`config.mk`:
```
export PLATFORM = sky130hd
export DESIGN_NAME = cla_word_sequencer
export DESIGN_NICKNAME = d
export VERILOG_FILES = /design/src/rtl/cla_word_sequencer.sv
export SDC_FILE = /design/constraint.sdc
export NUM_CORES = 1
export LEC_CHECK = 0
export ABC_CLOCK_PERIOD_IN_PS = 8500
export BUFFER_PORTS_ARGS = -buffer_cell sky130_fd_sc_hd__buf_2
export CAP_MARGIN = 40
export CORE_MARGIN = 3
export CORE_UTILIZATION = 52
export DETAILED_ROUTE_END_ITERATION = 12
export GPL_ROUTABILITY_DRIVEN = 0
export PLACE_DENSITY = 0.8
export SYNTH_ARGS = -nofsm -noshare
export SYNTH_HDL_FRONTEND = slang
export SYNTH_SLANG_ARGS = --single-unit
export TNS_END_PERCENT = 1
```
`constraint.sdc`:
```
create_clock -name clk -period 8.5 [get_ports clk]
set_input_delay 0.85 -clock clk [delete_from_list [all_inputs] [get_ports clk]]
set_output_delay 0.85 -clock clk [all_outputs]
set_load 0.005 [all_outputs]
```
`src/rtl/cla_word_sequencer.sv`:
```
// Wide add/subtract sequencer: time-shares one WORD_W-bit carry-lookahead adder
// across NUM_WORDS slices, least-significant first, with valid/ready on both sides.
module cla_word_sequencer #(
  parameter int WORD_W    = 16,
  parameter int NUM_WORDS = 4
) (
  input  logic                        clk,
  input  logic                        rst_n,
  input  logic                        in_valid,
  output logic                        in_ready,
  input  logic [WORD_W*NUM_WORDS-1:0] op_a,
  input  logic [WORD_W*NUM_WORDS-1:0] op_b,
  input  logic                        cin,
  input  logic                        sub,
  output logic [WORD_W-1:0]           add_a,
  output logic [WORD_W-1:0]           add_b,
  output logic                        add_cin,
  input  logic [WORD_W-1:0]           add_sum,
  input  logic                        add_cout,
  output logic                        out_valid,
  input  logic                        out_ready,
  output logic [WORD_W*NUM_WORDS-1:0] result,
  output logic                        cout,
  output logic                        overflow,
  output logic                        zero
);

  localparam int OP_W  = WORD_W * NUM_WORDS;
  localparam int IDX_W = (NUM_WORDS > 1) ? $clog2(NUM_WORDS) : 1;

  typedef enum logic [1:0] {
    IDLE = 2'd0,
    RUN  = 2'd1,
    DONE = 2'd2
  } state_t;

  state_t             state_q, state_d;
  logic [OP_W-1:0]    a_q, b_q;
  logic [OP_W-1:0]    result_q, res_upd;
  logic [IDX_W-1:0]   idx_q;
  logic               carry_q;
  logic               cout_q, ovf_q, zero_q;
  logic               last_slice;

  assign last_slice = (idx_q == IDX_W'(NUM_WORDS - 1));

  always_ff @(posedge clk) begin
    if (!rst_n) state_q <= IDLE;
    else        state_q <= state_d;
  end

  always_comb begin
    state_d = state_q;
    case (state_q)
      IDLE:    if (in_valid)   state_d = RUN;
      RUN:     if (last_slice) state_d = DONE;
      DONE:    if (out_ready)  state_d = IDLE;
      default:                 state_d = IDLE;
    endcase
  end

  // Slice currently presented to the shared adder; idle adder sees zeros.
  always_comb begin
    add_a   = '0;
    add_b   = '0;
    add_cin = 1'b0;
    if (state_q == RUN) begin
      add_a   = a_q[idx_q*WORD_W +: WORD_W];
      add_b   = b_q[idx_q*WORD_W +: WORD_W];
      add_cin = carry_q;
    end
  end

  always_comb begin
    res_upd = result_q;
    res_upd[idx_q*WORD_W +: WORD_W] = add_sum;
  end

  always_ff @(posedge clk) begin
    if (!rst_n) begin
      idx_q    <= '0;
      carry_q  <= 1'b0;
      result_q <= '0;
      cout_q   <= 1'b0;
      ovf_q    <= 1'b0;
      zero_q   <= 1'b0;
    end else begin
      case (state_q)
        IDLE: begin
          if (in_valid) begin
            a_q      <= op_a;
            b_q      <= op_b ^ {OP_W{sub}};
            carry_q  <= sub | cin;
            idx_q    <= '0;
            result_q <= '0;
            cout_q   <= 1'b0;
            ovf_q    <= 1'b0;
            zero_q   <= 1'b0;
          end
        end
        RUN: begin
          result_q <= res_upd;
          carry_q  <= add_cout;
          if (last_slice) begin
            idx_q  <= '0;
            cout_q <= add_cout;
            // Signed overflow: same-sign operands producing an opposite-sign sum.
            ovf_q  <= (a_q[OP_W-1] == b_q[OP_W-1]) && (add_sum[WORD_W-1] != a_q[OP_W-1]);
            zero_q <= (res_upd == '0);
          end else begin
            idx_q  <= idx_q + IDX_W'(1);
          end
        end
        default: ;
      endcase
    end
  end

  assign in_ready  = (state_q == IDLE);
  assign out_valid = (state_q == DONE);
  assign result    = result_q;
  assign cout      = cout_q;
  assign overflow  = ovf_q;
  assign zero      = zero_q;

endmodule

```
==> results.tsv, run 1 <==
stage	metric	value	unit
setup_path	crit_type	flop to primary output	
clock_tree	post-cts-setup-buffer-count	0	
synth	ys_seq_area_frac	0.617	
pwr	p_leak	4.18	nW
final_layout	drive_gt1_frac	0.386	
clock_tree	path_clk_slew	0.07	ns
pwr	power_frac_clock	0.390	
clock_tree	clk_latency	0.44	ns
setup_path	critical_path_peak_fanout	32	
clock_tree	root_buffer	clkbuf_16	
synth	ys.flop_type	edfxtp_1	
drt	via_per_inst	5.56	
die	core	16000	um2
placed_design	pre_cts_ws	5.48	ns
pwr	p_sw_frac	0.232	
grt	grt_use_met3	0.0585	
die	die_h	134	um
clock_tree	numCtsBuffers	17	
setup_path	crit_path_end_kind	primary output	
grt	grt_overflow	0	
timing	fmax	307	MHz
timing	layout_setup_ws	5.24	ns
flow_run	cap_violations	0	
timing	slew_violations	0	
pwr	comb_power_share	0.098	
clock_tree	clock_path_buffers	2	
setup_path	critPathLaunchType	flop	
synth	yosysTopAreaCell	edfxtp_1	
pwr	power_switching	494	uW
setup_path	required	7.65	ns
drt	dr_total_vias	6030	
synth	yosysUniqueCellTypes	41	
placed_design	place_hpwl	14600	um
synth	syn_inst	612	
die	row_count	46	
clock_tree	cts_resized	0	
timing	rsz0062_at_grt	false	
synth	netlist_top_cells_count	128 x edfxtp_1, 72 x dfxtp_1, 70 x nor2b_1	
pwr	ir_worst_vdd	0.000148	V
drt	firstDrtPassIters	5	
drt	antenna_left	0	
synth	synth_top_area_share	0.449	
synth	synth.most_common_cell	edfxtp_1	
grt	grt_max_degree	69	
synth	ys_seq_elements	200	
setup_path	cp.arrival	2.41	ns
grt	grtUsageMet2	0.382	
synth	syn_nets	769	
timing	period_share	0.383	
clock_tree	cts_max_level	4	
die	start_util	0.535	
final_layout	fillers	1175	
outcome	status	completed	
timing	hold_viol	0	
synth	synth_area_leaders	edfxtp_1 45%, dfxtp_1 17%, mux4_2 8.4%, xor2_1 6.5%, a22oi_1 5.8%	
die	io_pins	253	
clock_tree	cts_tree	built	
drt	avgRoutedWirePerCell	19.0	um
timing	fin_skew	0.0143	ns
grt	met1_usage	0.290	
timing	finalSetupViolCount	0	
pwr	intPower	1.64	mW
final_layout	area_delta_synth_final	24.8	%
pwr	powerDensity	199	nW/um2
grt	grt.busiest_layer	met2	
synth	synth-edff-count	128	
timing	tns	0	ns
synth	synth_area_per_cell	14.0	um2
grt	grt_usage	0.230	
timing	worstMarginPinSlew	0.671	ns
clock_tree	hold_buffers	0	
timing	finalCriticalPeriod	3.26	ns
drt	drtIter0Drc	484	
pwr	p_seq_frac	0.512	
grt	grt_pass1_wl	31800	um
drt	drc	0	
placed_design	portBuffers	252	
drt	wl	20500	um
final_layout	fin_nets	1010	
min_path	worstHoldPathType	flop to flop	
die	dieArea	18000	um2
setup_path	r2r_setup_slack	5.75	ns
grt	first_global_vias	6047	
synth	yosysWarnings	0	
die	dieWidth	134	um
synth	syn_area	8560	um2
clock_tree	cts_sinks	200	
timing	max_slew_margin	0.553	
synth	synth-async-reset-ratio	0	
grt	antenna_found_initial	2	
-- metal layers --
metal  wire (um)  vias up  share of wire
li1            -     2770              -
met1        8080     2911           0.39
met2       10200      300           0.50
met3        1690       49          0.082
met4         577        0          0.028
met5           0        -              0
-- power by group through the flow --
| stage | clock, mW | sequential [mW] | combinational, mW |
|---|---|---|---|
| 2_1_floorplan | 0 | 1.11 | 0.118 |
| 3_3_place_gp | 0 | 1.11 | 0.199 |
| 3_5_place_dp | 0 | 1.11 | 0.209 |
| 4_1_cts | 0.843 | 1.09 | 0.211 |
| 5_1_grt | 0.883 | 1.09 | 0.229 |
| 6_report | 0.831 | 1.09 | 0.210 |
-- through the flow --
step | area (um2) | hold slack, ns | util | power [mW] | std cells
after floorplan | 8560 | 0.469 | - | 1.23 | 612
final | 10700 | 0.515 | 0.668 | 2.13 | 1084
after detailed placement | 10100 | 0.502 | 0.629 | 1.32 | 1050
after global placement | 9960 | 0.493 | 0.623 | 1.31 | 1045
after global routing | 10700 | 0.535 | 0.668 | 2.20 | 1084
after CTS | 10700 | 0.520 | 0.668 | 2.14 | 1082
-- worst paths after layout --
| path | startpoint | endpoint | cells after the start |
|---|---|---|---|
| worst max register to register | idx_q[1]$_SDFFE_PN0P_ | result[44]$_SDFFE_PN0P_ | 7 |
| worst max-delay path | idx_q[0]$_SDFFE_PN0P_ | add_b[1] | 4 |
| worst min register to register | carry_q$_SDFFE_PN0P_ | carry_q$_SDFFE_PN0P_ | 2 |
| worst min-delay path | carry_q$_SDFFE_PN0P_ | carry_q$_SDFFE_PN0P_ | 2 |
-- cell usage in the layout (no fill, tap or decap), types with 10 or more instances in the layout --
master     instances
nor2_1            10
nor4_1            17
nor2b_1           70
and2_1            35
edfxtp_1         128
a22oi_1           66
a21oi_1           12
buf_2            251
nand2_1           13
mux4_2            32
dfxtp_1           70
xor2_1            64
clkbuf_16         19
-- registers in the layout (all words and copies together), names as in the netlist --
| signal | flops |
|---|---|
| a_q | 64 |
| result | 64 |
| b_q | 64 |
| carry_q | 1 |
| idx_q | 2 |
| cout | 1 |
| state_q | 2 |
| zero | 1 |
| overflow | 1 |
-- cell type report --
class,count,area (um2),area share
clock buffer,19,475,0.0445
tap,216,270,0.0253
inverter,4,15.0,0.00141
antenna,2,5.00,0.000468
multi-input combinational,370,3100,0.291
timing repair buffer,260,1390,0.130
clock inverter,13,139,0.0130
sequential,200,5290,0.495
-- worst max-delay path: stages, from the launching register on --
cell	delay (ns)
dfxtp_2	0.42
buf_4	0.56
mux4_2	0.64
and2_1	0.19
buf_2	0.12
-- kinds of logic (layout without fill, tap and decap cells) --
logic type,Yosys count,in the layout,synth area share
flip-flops,200,200,0.617
other,0,2,0
AND/OR/NAND/NOR,169,169,0.119
adder cells (fa/ha/maj),6,6,0.00877
AO/OA/AOI/OAI,99,99,0.0845
buffers and inverters,42,296,0.0210
XOR/XNOR,64,64,0.0655
multiplexers,32,32,0.0842
Power figures use the tool's default switching activity.
==> inputs of run 2 (changes only) <==
ABC_CLOCK_PERIOD_IN_PS = 2680   (was 8500)
CORE_UTILIZATION = 47   (was 52)
PLACE_DENSITY = 0.77   (was 0.8)
clock period = 2.68 ns   (was 8.5 ns; I/O delays follow)
==> results.tsv, run 2 (synthesis results as in run 1) <==
stage	metric	value	unit	change
placed_design	pre_cts_ws	0.491	ns	-4.99 ns
min_path	worstHoldPathType	input port to flop		
clock_tree	cts_max_level	4		unchanged
pwr	intPower	5.15	mW	+210%
setup_path	worst-r2r-cell-count	7		unchanged
clock_tree	clk_latency	0.43	ns	about the same
setup_path	critPathLaunchType	flop		
drt	wl	22500	um	+9.6%
pwr	p_sw_frac	0.240		+0.00834
setup_path	r2r_end	result[55]$_SDFFE_PN0P_		
drt	via_per_inst	5.45		-2.0%
timing	rsz0062_at_grt	false		
final_layout	fin_cells	1151		+6.2%
grt	grt.busiest_layer	met2		
clock_tree	post-cts-setup-buffer-count	0		unchanged
timing	fin_skew	0.0108	ns	-0.00355 ns
pwr	powerDensity	601	nW/um2	+200%
timing	layout_setup_ws	0.205	ns	-5.04 ns
final_layout	drive_gt1_frac	0.371		-0.0145
drt	drc	0		unchanged
die	row_count	48		+4.3%
grt	grt_usage	0.228		-0.00200
die	core	17500	um2	+9.6%
placed_design	postPlaceCellArea	10100	um2	+0.82%
die	io_pins	253		unchanged
setup_path	cp_slowest_cell	mux4_2		
timing	finalSetupViolCount	0		unchanged
setup_path	crit_path_end_kind	primary output		
grt	grt_overflow	0		unchanged
drt	antenna_left	0		unchanged
setup_path	cpPeakStageDelay	0.58	ns	-0.06 ns
pwr	ir_worst_vdd	0.000470	V	+220%
final_layout	layout_common_cells	251 x buf_2, 128 x edfxtp_1, 70 x nor2b_1, 69 x dfxtp_1, 66 x a22oi_1		
pwr	power_frac_clock	0.379		-0.011
final_layout	fin_nets	1068		+5.7%
clock_tree	cts_resized	0		unchanged
drt	avgRoutedWirePerCell	19.6	um	+3.2%
pwr	p_seq_frac	0.510		-0.002
clock_tree	path_clk_slew	0.08	ns	about the same
setup_path	required	2.41	ns	-5.24 ns
timing	worstMarginPinSlew	0.601	ns	-0.0705 ns
drt	dr_total_vias	6274		+4.0%
setup_path	crit_type	flop to primary output		
drt	drtIter0Drc	540		+12%
timing	whs	0.0201	ns	-0.495 ns
pwr	power_switching	1.63	mW	+230%
setup_path	cp.arrival	2.21	ns	-0.20 ns
flow_run	cap_violations	0		unchanged
grt	grt_max_degree	72		+4.3%
setup_path	r2r-start	idx_q[0]$_SDFFE_PN0P_		
setup_path	path_cells	buf_4 > mux4_2 > and2_1 > buf_2		
pwr	p_leak	4.43	nW	+5.9%
timing	fmax	404	MHz	
min_path	hp-start	op_a[61]		
grt	met1_usage	0.290		about the same
outcome	status	completed		
die	die_h	141	um	+5.0%
setup_path	critical_path_peak_fanout	24		-25%
final_layout	layout_commonest_cell	buf_2		
grt	grt_pass1_wl	34800	um	+9.5%
clock_tree	root_buffer	clkbuf_16		
pwr	comb_power_share	0.111		+0.013
die	start_util	0.488		-0.0469
grt	grtUsageMet2	0.377		-0.00561
min_path	whs_path_depth	1		-1
final_layout	final_area	11300	um2	+5.5%
timing	hold_viol	0		unchanged
grt	grt_use_met3	0.0451		-0.0134
grt	first_global_vias	6364		+5.2%
die	dieArea	19900	um2	+10%
timing	finalCriticalPeriod	2.48	ns	
die	dieWidth	141	um	+5.0%
setup_path	r2r_setup_slack	0.42	ns	-5.33 ns
drt	firstDrtPassIters	6		+1
timing	slew_violations	0		unchanged
placed_design	portBuffers	252		unchanged
clock_tree	cts_sinks	200		unchanged
clock_tree	cts_tree	built		
min_path	whs_endpoint	a_q[61]$_DFFE_PP_		
final_layout	area_delta_synth_final	31.7	%	
final_layout	fin_util	0.643		-0.0248
timing	period_share	0.924		
timing	max_slew_margin	0.599		+0.0461
clock_tree	clock_path_buffers	2		unchanged
clock_tree	numCtsBuffers	17		unchanged
placed_design	dp_cells	1065		+1.4%
grt	antenna_found_initial	4		+2
placed_design	place_hpwl	15300	um	+5.2%
## run 2: cell types whose count changed in the layout (fill, tap and decap cells not counted), moves of 2 or more
cell | before | now
buf_16 | 2 | 0
buf_12 | 2 | 6
inv_6 | 6 | 4
inv_8 | 1 | 4
dlygate4sd3_1 | 0 | 52
nand2b_1 | 6 | 4
buf_4 | 5 | 9
nand2b_4 | 0 | 2
## run 2: worst max-delay path by stage
stage,from,end,slack [ns]
after global placement,idx_q[0]$_SDFFE_PN0P_,result[39]$_SDFFE_PN0P_,0.53
after detailed placement,idx_q[0]$_SDFFE_PN0P_,result[48]$_SDFFE_PN0P_,0.49
after global routing,idx_q[0]$_SDFFE_PN0P_,add_a[1],0.08
final,idx_q[0]$_SDFFE_PN0P_,add_a[6],0.20
after floorplan,state_q[0]$_SDFFE_PN0P_,a_q[0]$_DFFE_PP_,-0.25
after CTS,idx_q[0]$_SDFFE_PN0P_,add_a[6],0.17
## run 2: critical path: cells and delay by family (launching register included)
family / cells / cell delay, ns
and+or+nand+nor: 1 / 0.19
muxes: 1 / 0.58
buffers and inverters: 2 / 0.58
DFF: 1 / 0.41
## run 2: cell type report
type | count | area, um2
well taps | 225 | 282
inverters | 4 | 15.0
repair buffers | 318 | 1960
clock buffers | 19 | 464
multi-input cells | 370 | 3120
clock inverters | 13 | 139
fillers | 1287 | 6260
flip-flops and latches | 200 | 5290
diodes | 2 | 5.00
## run 2: what timing repair did
item / 4_1_cts / 5_1_grt
hold buffers: 49 / 3
hold endpoints to repair: 49 / 3
setup endpoints to repair: 0 / 0
## run 2: metrics by stage
step	TNS (ns)	total power, mW
after floorplan	-31.94	3.90
after global placement	0	4.19
after detailed placement	0	4.21
after CTS	0	6.81
after global routing	0	7.01
final	0	6.78
## run 2: power groups by stage
stage          clock, mW  combinational, mW  sequential [mW]
5_1_grt             2.72              0.819             3.47
6_report            2.57              0.751             3.46
3_5_place_dp           0              0.685             3.53
3_3_place_gp           0              0.677             3.52
2_1_floorplan          0              0.381             3.51
4_1_cts             2.61              0.746             3.46
## run 2: routing by layer
metal / vias to the layer above / routed length (um) / part of all wire
met5: - / 25 / 0.0011
met4: 4 / 870 / 0.039
met3: 69 / 1640 / 0.073
met2: 348 / 11100 / 0.49
met1: 2965 / 8900 / 0.40
li1: 2888 / - / -
